===== src/rtl/step_sequencer.sv =====
// Step sequencer: STEPS x TRACKS pattern memory with edit port, tempo-driven
// playback, raw pad pass-through and per-track muting.
//
// Ports:
//   clk, rst      system clock / asynchronous active-high reset
//   mode          0=EDIT, 1=PLAY, 2=RAW, 3=PAUSE
//   tempo_lim     step period minus one, in clk cycles
//   seq_len       active pattern length (0 or >STEPS selects STEPS)
//   edit_idx      step selected for editing and for edit_row display
//   tgl           per-track toggle mask, applied on tgl_strobe
//   tgl_strobe    one-cycle request to XOR tgl into pattern[edit_idx]
//   mute          per-track trigger suppression
//   raw_trig      live pad inputs, rising edges trigger in RAW mode
//   step_idx      current play step
//   step_onehot   step 0 maps to the MSB
//   trig          registered one-cycle per-track trigger pulses
//   beat          registered one-cycle pulse at every step start
//   edit_row      combinational pattern[edit_idx], 0 when out of range
module step_sequencer #(
   parameter int unsigned STEPS   = 8,
   parameter int unsigned TRACKS  = 4,
   parameter int unsigned TEMPO_W = 8,
   localparam int unsigned IW     = $clog2(STEPS)
) (
   input  logic               clk,
   input  logic               rst,
   input  logic [1:0]         mode,
   input  logic [TEMPO_W-1:0] tempo_lim,
   input  logic [IW:0]        seq_len,
   input  logic [IW-1:0]      edit_idx,
   input  logic [TRACKS-1:0]  tgl,
   input  logic               tgl_strobe,
   input  logic [TRACKS-1:0]  mute,
   input  logic [TRACKS-1:0]  raw_trig,
   output logic [IW-1:0]      step_idx,
   output logic [STEPS-1:0]   step_onehot,
   output logic [TRACKS-1:0]  trig,
   output logic               beat,
   output logic [TRACKS-1:0]  edit_row
);

   typedef enum logic [1:0] {ModeEdit, ModePlay, ModeRaw, ModePause} mode_t;

   localparam logic [IW:0] StepsW = STEPS[IW:0];

   mode_t               cur_mode;
   mode_t               prev_mode_q;
   logic [TRACKS-1:0]   pattern_q [STEPS];
   logic [TRACKS-1:0]   pattern_d [STEPS];
   logic [IW-1:0]       step_idx_q, step_idx_d;
   logic [TEMPO_W-1:0]  counter_q, counter_d;
   logic [TRACKS-1:0]   trig_q, trig_d;
   logic                beat_q, beat_d;
   logic [TRACKS-1:0]   raw_prev_q;

   logic                edit_ok;
   logic [IW:0]         eff_len;
   logic [IW-1:0]       next_idx;

   assign cur_mode = mode_t'(mode);
   assign edit_ok  = ({1'b0, edit_idx} < StepsW);

   // Zero or oversized lengths fall back to the full pattern.
   assign eff_len  = (seq_len == '0 || seq_len > StepsW) ? StepsW : seq_len;

   // >= rather than == so a length shrunk below the current step wraps at once.
   assign next_idx = ({1'b0, step_idx_q} >= (eff_len - (IW+1)'(1))) ? '0
                                                                     : step_idx_q + IW'(1);

   always_comb begin
      pattern_d  = pattern_q;
      step_idx_d = step_idx_q;
      counter_d  = counter_q;
      trig_d     = '0;
      beat_d     = 1'b0;

      if (tgl_strobe && edit_ok && (cur_mode == ModeEdit || cur_mode == ModePlay)) begin
         pattern_d[edit_idx] = pattern_q[edit_idx] ^ tgl;
      end

      // Triggers read pattern_q, so an edit landing on the same edge is not seen.
      unique case (cur_mode)
         ModePlay: begin
            if (prev_mode_q != ModePlay) begin
               step_idx_d = '0;
               counter_d  = '0;
               trig_d     = pattern_q[0] & ~mute;
               beat_d     = 1'b1;
            end else if (counter_q >= tempo_lim) begin
               step_idx_d = next_idx;
               counter_d  = '0;
               trig_d     = pattern_q[next_idx] & ~mute;
               beat_d     = 1'b1;
            end else begin
               counter_d  = counter_q + TEMPO_W'(1);
            end
         end
         ModeRaw: begin
            trig_d = raw_trig & ~raw_prev_q & ~mute;
         end
         default: begin
         end
      endcase
   end

   always_ff @(posedge clk or posedge rst) begin
      if (rst) begin
         for (int i = 0; i < STEPS; i++) begin
            pattern_q[i] <= '0;
         end
         step_idx_q  <= '0;
         counter_q   <= '0;
         trig_q      <= '0;
         beat_q      <= 1'b0;
         prev_mode_q <= ModeEdit;
         raw_prev_q  <= '0;
      end else begin
         pattern_q   <= pattern_d;
         step_idx_q  <= step_idx_d;
         counter_q   <= counter_d;
         trig_q      <= trig_d;
         beat_q      <= beat_d;
         prev_mode_q <= cur_mode;
         raw_prev_q  <= raw_trig;
      end
   end

   always_comb begin
      step_onehot = '0;
      for (int i = 0; i < STEPS; i++) begin
         step_onehot[STEPS-1-i] = (step_idx_q == IW'(i));
      end
   end

   assign step_idx = step_idx_q;
   assign trig     = trig_q;
   assign beat     = beat_q;
   assign edit_row = edit_ok ? pattern_q[edit_idx] : '0;

endmodule

===== config.mk =====
export PLATFORM = sky130hd
export DESIGN_NAME = step_sequencer
export DESIGN_NICKNAME = d
export VERILOG_FILES = /design/src/rtl/step_sequencer.sv
export SDC_FILE = /design/constraint.sdc
export NUM_CORES = 1
export LEC_CHECK = 0
export ABC_AREA = 0
export BUFFER_PORTS_ARGS = -buffer_cell sky130_fd_sc_hd__buf_2
export CAP_MARGIN = 15
export CORE_MARGIN = 5
export CORE_UTILIZATION = 57
export CTS_CLUSTER_SIZE = 14
export DETAILED_ROUTE_END_ITERATION = 6
export PLACE_DENSITY_LB_ADDON = 0.15
export SLEW_MARGIN = 20
export SYNTH_ARGS = -nofsm -noshare
export SYNTH_HDL_FRONTEND = slang
export SYNTH_SLANG_ARGS = --single-unit

===== constraint.sdc =====
create_clock -name clk -period 2.89 [get_ports clk]
set_input_delay 0.289 -clock clk [delete_from_list [all_inputs] [get_ports clk]]
set_output_delay 0.289 -clock clk [all_outputs]
set_load 0.02 [all_outputs]

## Word level (Yosys, flattened, before mapping)

Cells that the tools add are included.

| storage, ports and cells | value |
|---|---|
| output and inout bits | 20 |
| input port bits | 32 |
| flip-flop bits (word level) | 54 |
| logic and storage cells | 72 |

| operators by class | value |
|---|---|
| add/sub/neg operators | 3 |
| magnitude comparators | 6 |
| mux-type cells | 21 |
| bitwise operators | 9 |
| reductions and logical operators | 9 |
| equality and inequality tests | 10 |

Operators by type and width:

| cell | count |
|---|---|
| 32-bit bitwise mux | 1 |
| 4-bit two-way mux | 8 |
| 4-bit binary-select mux with 3-bit select | 2 |
| 4-bit AND | 4 |
| 8-bit two-way mux | 2 |
| 4-bit demux with 3-bit select | 1 |
| 3-bit equality test, second input constant | 4 |
| 3-bit two-way mux | 3 |
| 8-bit by 1-bit adder with 8-bit output, second input constant | 1 |
| 4-bit greater-or-equal comparator, second input constant | 2 |
| 8-bit greater-or-equal comparator | 1 |
| 3-bit inverter with 4-bit output | 2 |
| 4-bit inverter | 2 |
| 4-bit case mux with 2 select lines | 1 |
| 3-bit by 2-bit equality test with 1-bit output, second input constant | 2 |
| 3-bit by 4-bit greater-or-equal comparator with 1-bit output | 1 |
| 4-bit > comparator, second input constant | 1 |
| 4-bit zero test | 1 |
| 4-bit by 1-bit less-than comparator with 1-bit output, second input constant | 1 |
| 4-bit by 1-bit subtractor with 4-bit output, second input constant | 1 |
| 4-bit bitwise XOR | 1 |
| 3-bit by 1-bit adder with 3-bit output, second input constant | 1 |
| 3-bit by 1-bit equality test with 1-bit output, second input constant | 1 |
| 3-bit zero test | 1 |
| other kinds (9) | 13 |

## Depth between registers and ports, before layout

Gate-level depths: netlist (run 1).

| depth | value |
|---|---|
| depth in word-level cells | 14 |
| mapped depth | 9 |
| gate-level depth less buffers | 9 |

## Worst setup path after synthesis (run 1)

Ideal clock, no wire load.

| timing | value |
|---|---|
| path type | reg-to-reg |
| start point | reg step_idx_q[0] (netlist: step_idx[0]) |
| end point | reg trig_q[2] (netlist: trig[2]) |
| path buffers | 1 |
| data arrival time | 2.425 ns |
| required time | 2.764 ns |
| setup time | 0.126 ns |
| period minus slack after synthesis | 2.551 ns |
| path slack | 0.339 ns |
| cell stages (with the launch flop) | 9 |
| cell sequence | dfrtp_1 > buf_2 > inv_1 > ha_1 > nand2b_1 > a311o_1 > a2111oi_0 > o32a_1 > o21ai_0 |

| between the ends | value |
|---|---|
| word-level cells in the longest chain between the ends | 10 |
| elaborated cells on any way between the ends | 11 |
| classes of those cells | add/sub (1); order compare (1); mux (7); bitwise (2) |

RTL lines:

| item | line | text |
|---|---|---|
| from (decl) | 50 | `logic [IW-1:0] step_idx_q, step_idx_d;` |
| from (signal assigned) | 119 | `step_idx_q <= step_idx_d;` |
| 3-bit by 4-bit greater-or-equal comparator with 1-bit output / 3-bit by 1-bit adder with 3-bit output (equally long branches) | 67, 68 |  |
| 3-bit two-way mux * | 67 | `assign next_idx = ({1'b0, step_idx_q} >= (eff_len - (IW+1)'(1))) ? '0` |
| 3-bit inverter with 4-bit output (implied by the code) * | 92 | `trig_d = pattern_q[next_idx] & ~mute;` |
| 4-bit binary-select mux with 3-bit select * | 92 |  |
| 4-bit two-way mux (implied by the code) * (2 in a row) | 92 |  |
| 4-bit AND * | 92 |  |
| 4-bit two-way mux * | 89 | `end else if (counter_q >= tempo_lim) begin` |
| 4-bit two-way mux * | 84 | `if (prev_mode_q != ModePlay) begin` |
| 4-bit case mux with 2 select lines * | 82 | `unique case (cur_mode)` |
| via trig_d[2] | 52 | `logic [TRACKS-1:0] trig_q, trig_d;` |
| to (signal assigned) | 121 | `trig_q <= trig_d;` |
| to (decl) | 52 |  |

The timed path passes the listed nets; every way through them passes the cells marked *. The select of a mux whose other input is x is not followed.
A chain may end at the register's enable or synchronous reset.

## Worst setup path after layout (run 1)

| timing | value |
|---|---|
| start point | reg step_idx_q[0] (netlist: step_idx[0]) |
| end point | reg trig_q[1] (netlist: trig[1]) |

Same word-level chain as after synthesis.

==> flow_metrics.env, run 1 <==
export IMPL_drive_gt1_frac=0.326
export IMPL_critical_path_class="flop to flop"
export IMPL_postCtsSetupBuffers=0
export IMPL_clk_latency_ps=310
export IMPL_syn_area_sq_um=3380
export IMPL_yosysSeqAreaShare=0.399
export IMPL_slew_viol_final=0
export IMPL_area_growth_synth_to_final_pct=12.9
export IMPL_portBuffers=51
export IMPL_relSlewSlack=0.554
export IMPL_place_gp_congestion=0.875
export IMPL_hold_buffers=0
export IMPL_vdd_drop_max_mv=0.468
export IMPL_finalHoldViolCount=0
export IMPL_diodes=0
export IMPL_hold_slack_ps=2.25
export IMPL_hold_class="input port to asynchronous set/reset pin"
export IMPL_grt_total_usage=0.210
export IMPL_critPathArrivalTime_ps=2610
export IMPL_max_cap_viol_count=0
export IMPL_yosys_warnings=0
export IMPL_ant_nets=0
export IMPL_nets=410
export IMPL_skew_ps=9.53
export IMPL_syn_inst=304
export IMPL_grt_antenna_before_repair=0
export IMPL_cts_max_level=2
export IMPL_first_pass_iters=4
export IMPL_synth_edff_count=0
export IMPL_grt_overflow_total=0
export IMPL_dp_hpwl_um=5920
export IMPL_reg2reg_from="step_idx[0]"
export IMPL_cts_made_buffers=5
export IMPL_grt_pass1_wl_um=12400
export IMPL_synth_avg_cell_area_sq_um=11.1
export IMPL_initial_core_util=0.578
export IMPL_crit_path_end_kind="flop"
export IMPL_post_cts_resized=0
export IMPL_async_flop_share=1.00
export IMPL_wl_per_cell_um=17.6
export IMPL_synth_seq_cells=54
export IMPL_p_leak_nw=1.79
export IMPL_cts_max_path_buffers=2
export IMPL_tns_ps=0
export IMPL_clock_root_buffer="clkbuf_8"
export IMPL_powerDensity_nw_per_um2=705
export IMPL_setup_violations=0
export IMPL_grt_pass1_vias=2480
export IMPL_rsz0062_at_grt="no"
export IMPL_clk_pin_slew_ps=100
export IMPL_rows=28
export IMPL_viasPerCell=5.92
export IMPL_synth_cell_type_count=44
export IMPL_cts_sinks=54
export IMPL_slowest_stage="a2111oi_0"
export IMPL_path_cells="inv_1 > ha_1 > nand2b_1 > a311o_1 > a2111oi_0 > o32a_1 > o21ai_0"
export IMPL_crit_buf_inv=1
export IMPL_status="finished, final reports clean"
export IMPL_tightest_slew_ps=664
export IMPL_drc=0
export IMPL_finalCritPeriodShare=0.834
export IMPL_via_count=2551
export IMPL_fin_crit_ps=2410
export IMPL_crit_family="compound AO/OA/AOI/OAI gates"
export IMPL_grt_max_degree=32
export IMPL_die_y_um=87.1
export IMPL_design_portCount=52
export IMPL_ys_flop_type="dfrtp_1"
export IMPL_worst_ep_required_time_ps=3090
export IMPL_cpPeakStageDelay_ps=480
export IMPL_start_kind="flop"
export IMPL_coreArea_sq_um=5850
export IMPL_drt_initial_drc_count=121
export IMPL_wl_um=7590
export IMPL_die_x_um=87.1
export IMPL_crit_path_max_fanout=8
export IMPL_max_freq_mhz=415
export IMPL_startpoint="step_idx[0]"
export IMPL_cts_tree="done"
export IMPL_synthesis_nets=358
export IMPL_dieArea_sq_um=7580
-- sequential cells by signal (all words and copies together), names as in the netlist --
register / cells
raw_prev_q: 4
trig: 4
counter_q: 8
beat: 1
pattern_q: 32
step_idx: 3
prev_mode_q: 2
-- layer usage --
metal  track usage  vias up  part of all wire
li1              -     1213                 -
met1         0.272     1269              0.43
met2         0.358       58              0.50
met3        0.0284       11             0.046
met4        0.0807        0             0.022
met5             0        -                 0
-- synth_stat cells, types with 4 or more instances --
| cell type | instances | share of area |
|---|---|---|
| clkbuf_1 | 6 | 0.0067 |
| nand2_1 | 12 | 0.013 |
| o21ai_0 | 11 | 0.016 |
| dfrtp_1 | 54 | 0.40 |
| nand4_1 | 9 | 0.017 |
| nor2_1 | 24 | 0.027 |
| nor3_1 | 6 | 0.0089 |
| a2111oi_0 | 6 | 0.016 |
| mux4_1 | 7 | 0.054 |
| inv_1 | 18 | 0.020 |
| mux2_2 | 36 | 0.12 |
| and2_1 | 8 | 0.015 |
| o22ai_1 | 4 | 0.0074 |
| ha_1 | 22 | 0.081 |
| nand2b_1 | 11 | 0.020 |
| xor2_2 | 4 | 0.019 |
| nor2b_1 | 10 | 0.018 |
| buf_2 | 4 | 0.0059 |
| mux2i_1 | 5 | 0.015 |
-- through the flow --
step / power (mW) / cells / setup WS, ps / utilization / instance area (sq um)
floorplan: 1.88 / 304 / 339 / - / 3380
global placement: 2.15 / 424 / 283 / 0.634 / 3710
detailed placement: 2.19 / 424 / 225 / 0.634 / 3710
CTS: 2.71 / 431 / 500 / 0.653 / 3820
global route: 2.86 / 431 / 315 / 0.653 / 3820
finish: 2.69 / 431 / 481 / 0.653 / 3820
-- cell families after synthesis --
kind of cell / after synthesis / synth area share
and+or+nand+nor: 89 / 0.135
DFF: 54 / 0.399
muxes: 51 / 0.204
AOI/OAI and AO/OA: 49 / 0.108
buffers and inverters: 31 / 0.0425
adders and majority gates: 22 / 0.0813
xor gates and xnor gates: 8 / 0.0296
-- final cells by class --
cell class | count | area [sq um]
tap | 75 | 93.8
multi-input combinational | 219 | 1890
inverter | 18 | 67.6
fill | 454 | 2030
clock buffer | 6 | 82.6
clock inverter | 1 | 30.0
sequential | 54 | 1350
timing repair buffer | 58 | 308
-- where the power goes --
part	internal, mW	leakage, nW	switching [mW]	total (mW)
sequential	0.993	0.683	0.198	1.19
combinational	0.510	1.05	0.470	0.981
clock	0.277	0.0573	0.243	0.521
-- final timing paths --
kind,end,slack (ps),cells past startpoint
worst min register to register,pattern_q[13],530,1
min in group clk,raw_prev_q[2],90,1
worst max register to register,trig[1],480,7
worst min-delay path,raw_prev_q[0],2,2
worst max-delay path,trig[1],480,7
max in group asynchronous,pattern_q[29],2110,3
-- cells in the final DEF, fill, tap and decap left out, types with 3 or more instances in the layout --
cell type	instances
a2111oi_0	6
a21oi_1	3
a311oi_1	3
a31o_2	3
a31oi_1	3
and2_1	8
buf_2	51
buf_4	7
clkbuf_8	6
dfrtp_1	54
ha_1	22
inv_1	17
mux2_2	36
mux2i_1	5
mux4_1	7
nand2_1	12
nand2b_1	11
nand3_1	3
nand4_1	9
nor2_1	24
nor2b_1	10
nor3_1	6
o21ai_0	11
o22ai_1	4
o2bb2ai_1	3
o32a_1	3
xnor2_1	3
xor2_2	4
No activity file was read; power rests on OpenSTA's default activity.
==> inputs of run 2 (changes only) <==
==> constraint.sdc (replaced) <==
create_clock -name clk -period 2.4 [get_ports clk]
set_input_delay 0.24 -clock clk [delete_from_list [all_inputs] [get_ports clk]]
set_output_delay 0.24 -clock clk [all_outputs]
set_load 0.02 [all_outputs]
==> flow_metrics.env, run 2 (synthesis gave the netlist of run 1 again) <==
export IMPL_status="finished, final reports clean"
export IMPL_path_cells="ha_1 > a21o_1 > a311o_1 > a2111oi_1 > o32a_1 > o21ai_0"
export IMPL_reg2reg_slack_ps=70
export IMPL_cts_sinks=54
export IMPL_largest_reg_flops=32
export IMPL_tightest_slew_ps=544
export IMPL_grt_pass1_wl_um=12700
export IMPL_diodes=0
export IMPL_portBuffers=51
export IMPL_finalCritPeriodShare=0.972
export IMPL_finalHoldViolCount=0
export IMPL_nets=419
export IMPL_clk_pin_slew_ps=100
export IMPL_drt_initial_drc_count=172
export IMPL_clk_latency_ps=310
export IMPL_crit_buf_inv=0
export IMPL_relSlewSlack=0.636
export IMPL_layoutNonFillerInstCount=440
export IMPL_cp_depth=6
export IMPL_drc=0
export IMPL_fin_crit_ps=2330
export IMPL_slew_viol_final=0
export IMPL_top_register="pattern_q"
export IMPL_seq_area_sq_um=1350
export IMPL_setup_violations=0
export IMPL_postCtsSetupBuffers=0
export IMPL_design_portCount=52
export IMPL_start_kind="flop"
export IMPL_via_count=2590
export IMPL_layout_commonest_cell="dfrtp_1"
export IMPL_wl_um=7750
export IMPL_slowest_stage="a2111oi_1"
export IMPL_viasPerCell=5.89
export IMPL_p_leak_nw=1.84
export IMPL_grt_pass1_vias=2617
export IMPL_critical_path_class="flop to flop"
export IMPL_crit_path_end_kind="flop"
export IMPL_tns_ps=0
export IMPL_dp_hpwl_um=5970
export IMPL_dp_cells=432
export IMPL_ant_nets=0
export IMPL_layout_common_cells="dfrtp_1, buf_2, mux2_2"
export IMPL_drive_gt1_frac=0.348
export IMPL_max_cap_viol_count=0
export IMPL_fin_util=0.670
export IMPL_wl_per_cell_um=17.6
export IMPL_area_growth_synth_to_final_pct=15.8
export IMPL_hold_slack_ps=42.5
export IMPL_coreArea_sq_um=5850
export IMPL_grt_antenna_before_repair=0
export IMPL_place_gp_congestion=0.861
export IMPL_max_freq_mhz=429
export IMPL_dieArea_sq_um=7580
export IMPL_die_x_um=87.1
export IMPL_die_y_um=87.1
export IMPL_multiInputGateArea_sq_um=1900
export IMPL_cpPeakStageDelay_ps=560
export IMPL_initial_core_util=0.578
export IMPL_crit_family="compound AO/OA/AOI/OAI gates"
export IMPL_cts_max_level=2
export IMPL_crit_path_max_fanout=10
export IMPL_skew_ps=9.76
export IMPL_critPathArrivalTime_ps=2520
export IMPL_powerDensity_nw_per_um2=848
export IMPL_worst_ep_required_time_ps=2590
export IMPL_first_pass_iters=4
export IMPL_worstRegToRegCells=6
export IMPL_clock_root_buffer="clkbuf_8"
export IMPL_grt_max_degree=33
export IMPL_hold_class="input port to flop"
export IMPL_rows=28
export IMPL_cts_made_buffers=5
export IMPL_grt_total_usage=0.217
export IMPL_vdd_drop_max_mv=0.587
export IMPL_cts_tree="done"
export IMPL_cts_max_path_buffers=2
export IMPL_largest_registers="pattern_q (32), counter_q (8)"
export IMPL_holdPathStages=1
export IMPL_grt_overflow_total=0
export IMPL_nFillCells=489
==> run 2: changes by cell type in the layout (fill, tap and decap cells not counted) <==
cell	previous run	this run
a311oi_1	3	2
buf_4	7	14
a2111oi_1	0	1
a2111oi_2	0	1
dfrtp_2	0	1
dfrtp_1	54	53
dlygate4sd3_1	0	1
a2111oi_0	6	4
buf_12	0	1
a311oi_2	0	1
==> run 2: worst register-to-register path: cells and delay by family, from the launching register on <==
family | cells | cell delay (ps)
compound gates | 5 | 1390
fa+ha+maj | 1 | 350
flops | 1 | 480
==> run 2: repair_timing <==
action / CTS / global route
resized for setup: 0 / 4
hold buffers: 1 / 0
endpoints found under the setup margin: 0 / 2
endpoints found under the hold margin: 22 / 0
==> run 2: final timing paths <==
| kind | startpoint | endpoint |
|---|---|---|
| worst max-delay path | step_idx[2] | trig[1] |
| worst min-delay path | raw_trig[2] | raw_prev_q[2] |
| worst max register to register | step_idx[2] | trig[1] |
| worst min register to register | pattern_q[5] | pattern_q[5] |
| max in group asynchronous | rst | pattern_q[11] |
| min in group asynchronous | rst | raw_prev_q[0] |
==> run 2: per-layer routing <==
metal / share of wire / global-route usage / vias to the layer above
li1: - / - / 1232
met1: 0.43 / 0.282 / 1263
met2: 0.51 / 0.373 / 75
met4: 0.019 / 0.0666 / 0
met3: 0.050 / 0.0350 / 20
met5: 0 / 0 / -
==> run 2: area by class of cell <==
cell class,count,share of cell area
multi-input combinational,219,0.485
inverter,18,0.0172
clock inverter,1,0.00766
timing repair buffer,67,0.0996
tap,75,0.0239
clock buffer,6,0.0211
sequential,54,0.345
==> run 2: metrics by stage <==
step | worst slack (ps) | power (mW) | cell area (sq um)
2_1_floorplan | 19.8 | 2.27 | 3390
6_report | 66.7 | 3.33 | 3920
3_5_place_dp | -195 | 2.68 | 3780
3_3_place_gp | -90.6 | 2.64 | 3780
4_1_cts | 68.9 | 3.31 | 3910
5_1_grt | -39.8 | 3.53 | 3920
==> run 2: power breakdown <==
part	internal [mW]	leakage [nW]	switching [mW]	total [mW]
clock network	0.334	0.0573	0.291	0.625
registers	1.20	0.682	0.259	1.46
logic	0.649	1.10	0.596	1.24
total	2.18	1.84	1.15	3.33
==> inputs of run 3 (changes only) <==
==> constraint.sdc (replaced) <==
create_clock -name clk -period 2.4 [get_ports clk]
set_input_delay 0 -clock clk [delete_from_list [all_inputs] [get_ports clk]]
set_output_delay 0 -clock clk [all_outputs]
set_load 0.02 [all_outputs]
==> flow_metrics.env, run 3 (synthesis gave the netlist of run 1 again) <==
export IMPL_grt_pass1_wl_um=13000
export IMPL_critical_path_class="flop to flop"
export IMPL_drt_initial_drc_count=161
export IMPL_vdd_drop_max_mv=0.722
export IMPL_initial_core_util=0.578
export IMPL_worstRegToRegCells=7
export IMPL_max_freq_mhz=448
export IMPL_multiInputGateArea_sq_um=1900
export IMPL_drive_gt1_frac=0.328
export IMPL_crit_path_end_kind="flop"
export IMPL_cts_tree="done"
export IMPL_largest_registers="pattern_q (32), counter_q (8)"
export IMPL_slew_viol_final=0
export IMPL_grt_overflow_total=0
export IMPL_cpPeakStageDelay_ps=490
export IMPL_crit_path_max_fanout=9
export IMPL_layout_commonest_cell="dfrtp_1"
export IMPL_powerDensity_nw_per_um2=837
export IMPL_dp_hpwl_um=6020
export IMPL_critPathArrivalTime_ps=2430
export IMPL_grt_total_usage=0.220
export IMPL_status="finished, final reports clean"
export IMPL_cts_max_level=2
export IMPL_crit_family="adder cells"
export IMPL_wl_um=7850
export IMPL_start_kind="flop"
export IMPL_nFillCells=468
export IMPL_ant_nets=0
export IMPL_slowest_stage="ha_1"
export IMPL_first_pass_iters=4
export IMPL_viasPerCell=5.88
export IMPL_grt_pass1_vias=2628
export IMPL_skew_ps=7.34
export IMPL_cts_max_path_buffers=2
export IMPL_finalCritPeriodShare=0.931
export IMPL_hold_class="input port to flop"
export IMPL_tightest_slew_ps=497
export IMPL_top_register="pattern_q"
export IMPL_drc=0
export IMPL_postCtsSetupBuffers=0
export IMPL_clk_latency_ps=310
export IMPL_design_portCount=52
export IMPL_finalHoldViolCount=0
export IMPL_wl_per_cell_um=17.7
export IMPL_p_leak_nw=1.84
export IMPL_fin_crit_ps=2230
export IMPL_path_cells="ha_1 > ha_1 > mux2_2 > o22ai_1 > a31o_2 > o32a_1 > o21ai_0"
export IMPL_max_cap_viol_count=0
export IMPL_holdPathStages=4
export IMPL_via_count=2609
export IMPL_place_gp_congestion=0.840
export IMPL_seq_area_sq_um=1350
export IMPL_portBuffers=51
export IMPL_cp_depth=7
export IMPL_setup_violations=0
export IMPL_die_y_um=87.1
export IMPL_worst_ep_required_time_ps=2600
export IMPL_cts_sinks=54
export IMPL_crit_buf_inv=0
export IMPL_layout_common_cells="dfrtp_1, buf_2, mux2_2"
export IMPL_grt_max_degree=32
export IMPL_relSlewSlack=0.660
export IMPL_clk_pin_slew_ps=100
export IMPL_die_x_um=87.1
export IMPL_coreArea_sq_um=5850
export IMPL_largest_reg_flops=32
export IMPL_area_growth_synth_to_final_pct=16.3
export IMPL_cts_made_buffers=5
export IMPL_cpMostUsedCell="ha_1"
export IMPL_dieArea_sq_um=7580
export IMPL_hold_slack_ps=17.2
export IMPL_clock_root_buffer="clkbuf_8"
export IMPL_total_power_mw=3.29
export IMPL_diodes=0
export IMPL_rows=28
export IMPL_grt_antenna_before_repair=0
export IMPL_nets=422
## run 3: cell types whose count changed in the layout (fill, tap and decap cells not counted)
cell / change
a2111oi_2: -1
buf_4: -3
dlygate4sd3_1: +7
clkbuf_8: -1
buf_12: -1
a2111oi_1: +1
clkbuf_1: +2
## run 3: cell type report
| cell class | instances | area share |
|---|---|---|
| inverters | 18 | 0.0172 |
| well taps | 75 | 0.0238 |
| repair buffers | 70 | 0.106 |
| clock buffers | 7 | 0.0194 |
| multi-input cells | 219 | 0.482 |
| clock inverters | 1 | 0.00763 |
| flip-flops and latches | 54 | 0.344 |
## run 3: layer usage
| metal | GRT usage | up-vias | wire (um) |
|---|---|---|---|
| li1 | - | 1235 | - |
| met4 | 0.0793 | 0 | 229 |
| met2 | 0.366 | 77 | 3870 |
| met1 | 0.292 | 1278 | 3330 |
| met5 | 0 | - | 0 |
| met3 | 0.0331 | 19 | 422 |
## run 3: report_power, final
| part | internal, mW | leakage (nW) | switching, mW |
|---|---|---|---|
| combinational | 0.644 | 1.10 | 0.587 |
| sequential | 1.20 | 0.682 | 0.258 |
| clock | 0.313 | 0.0524 | 0.297 |
| total | 2.15 | 1.84 | 1.14 |
## run 3: through the flow
step           utilization  instance area [sq um]  instances  setup WS (ps)  TNS [ps]
3_3_place_gp         0.639                   3740        428            149         0
6_report             0.673                   3940        444            166         0
5_1_grt              0.673                   3940        444          -1.27     -1.27
4_1_cts              0.671                   3930        444            105         0
2_1_floorplan            -                   3390        304           19.8         0
3_5_place_dp         0.639                   3740        428           12.7         0
## run 3: worst paths after layout
kind	from	to	slack (ps)
worst max-delay path	step_idx[1]	trig[1]	170
worst min-delay path	mute[1]	trig[1]	20
worst max register to register	step_idx[1]	trig[1]	170
worst min register to register	pattern_q[27]	pattern_q[27]	530
max in group asynchronous	rst	pattern_q[2]	1340
min in group asynchronous	rst	pattern_q[20]	260
## run 3: what timing repair did
item / 4_1_cts / 5_1_grt
resized for setup: 0 / 3
hold buffers: 8 / 0
endpoints found under the setup margin: 0 / 2
endpoints found under the hold margin: 31 / 0
## run 3: worst reg2reg max path: cells and delay by family, from the launching register on
kind,cells,cell delay [ps]
adder cells (fa/ha/maj),2,710
flip-flops,1,440
multiplexers,1,380
AO/OA/AOI/OAI,4,580
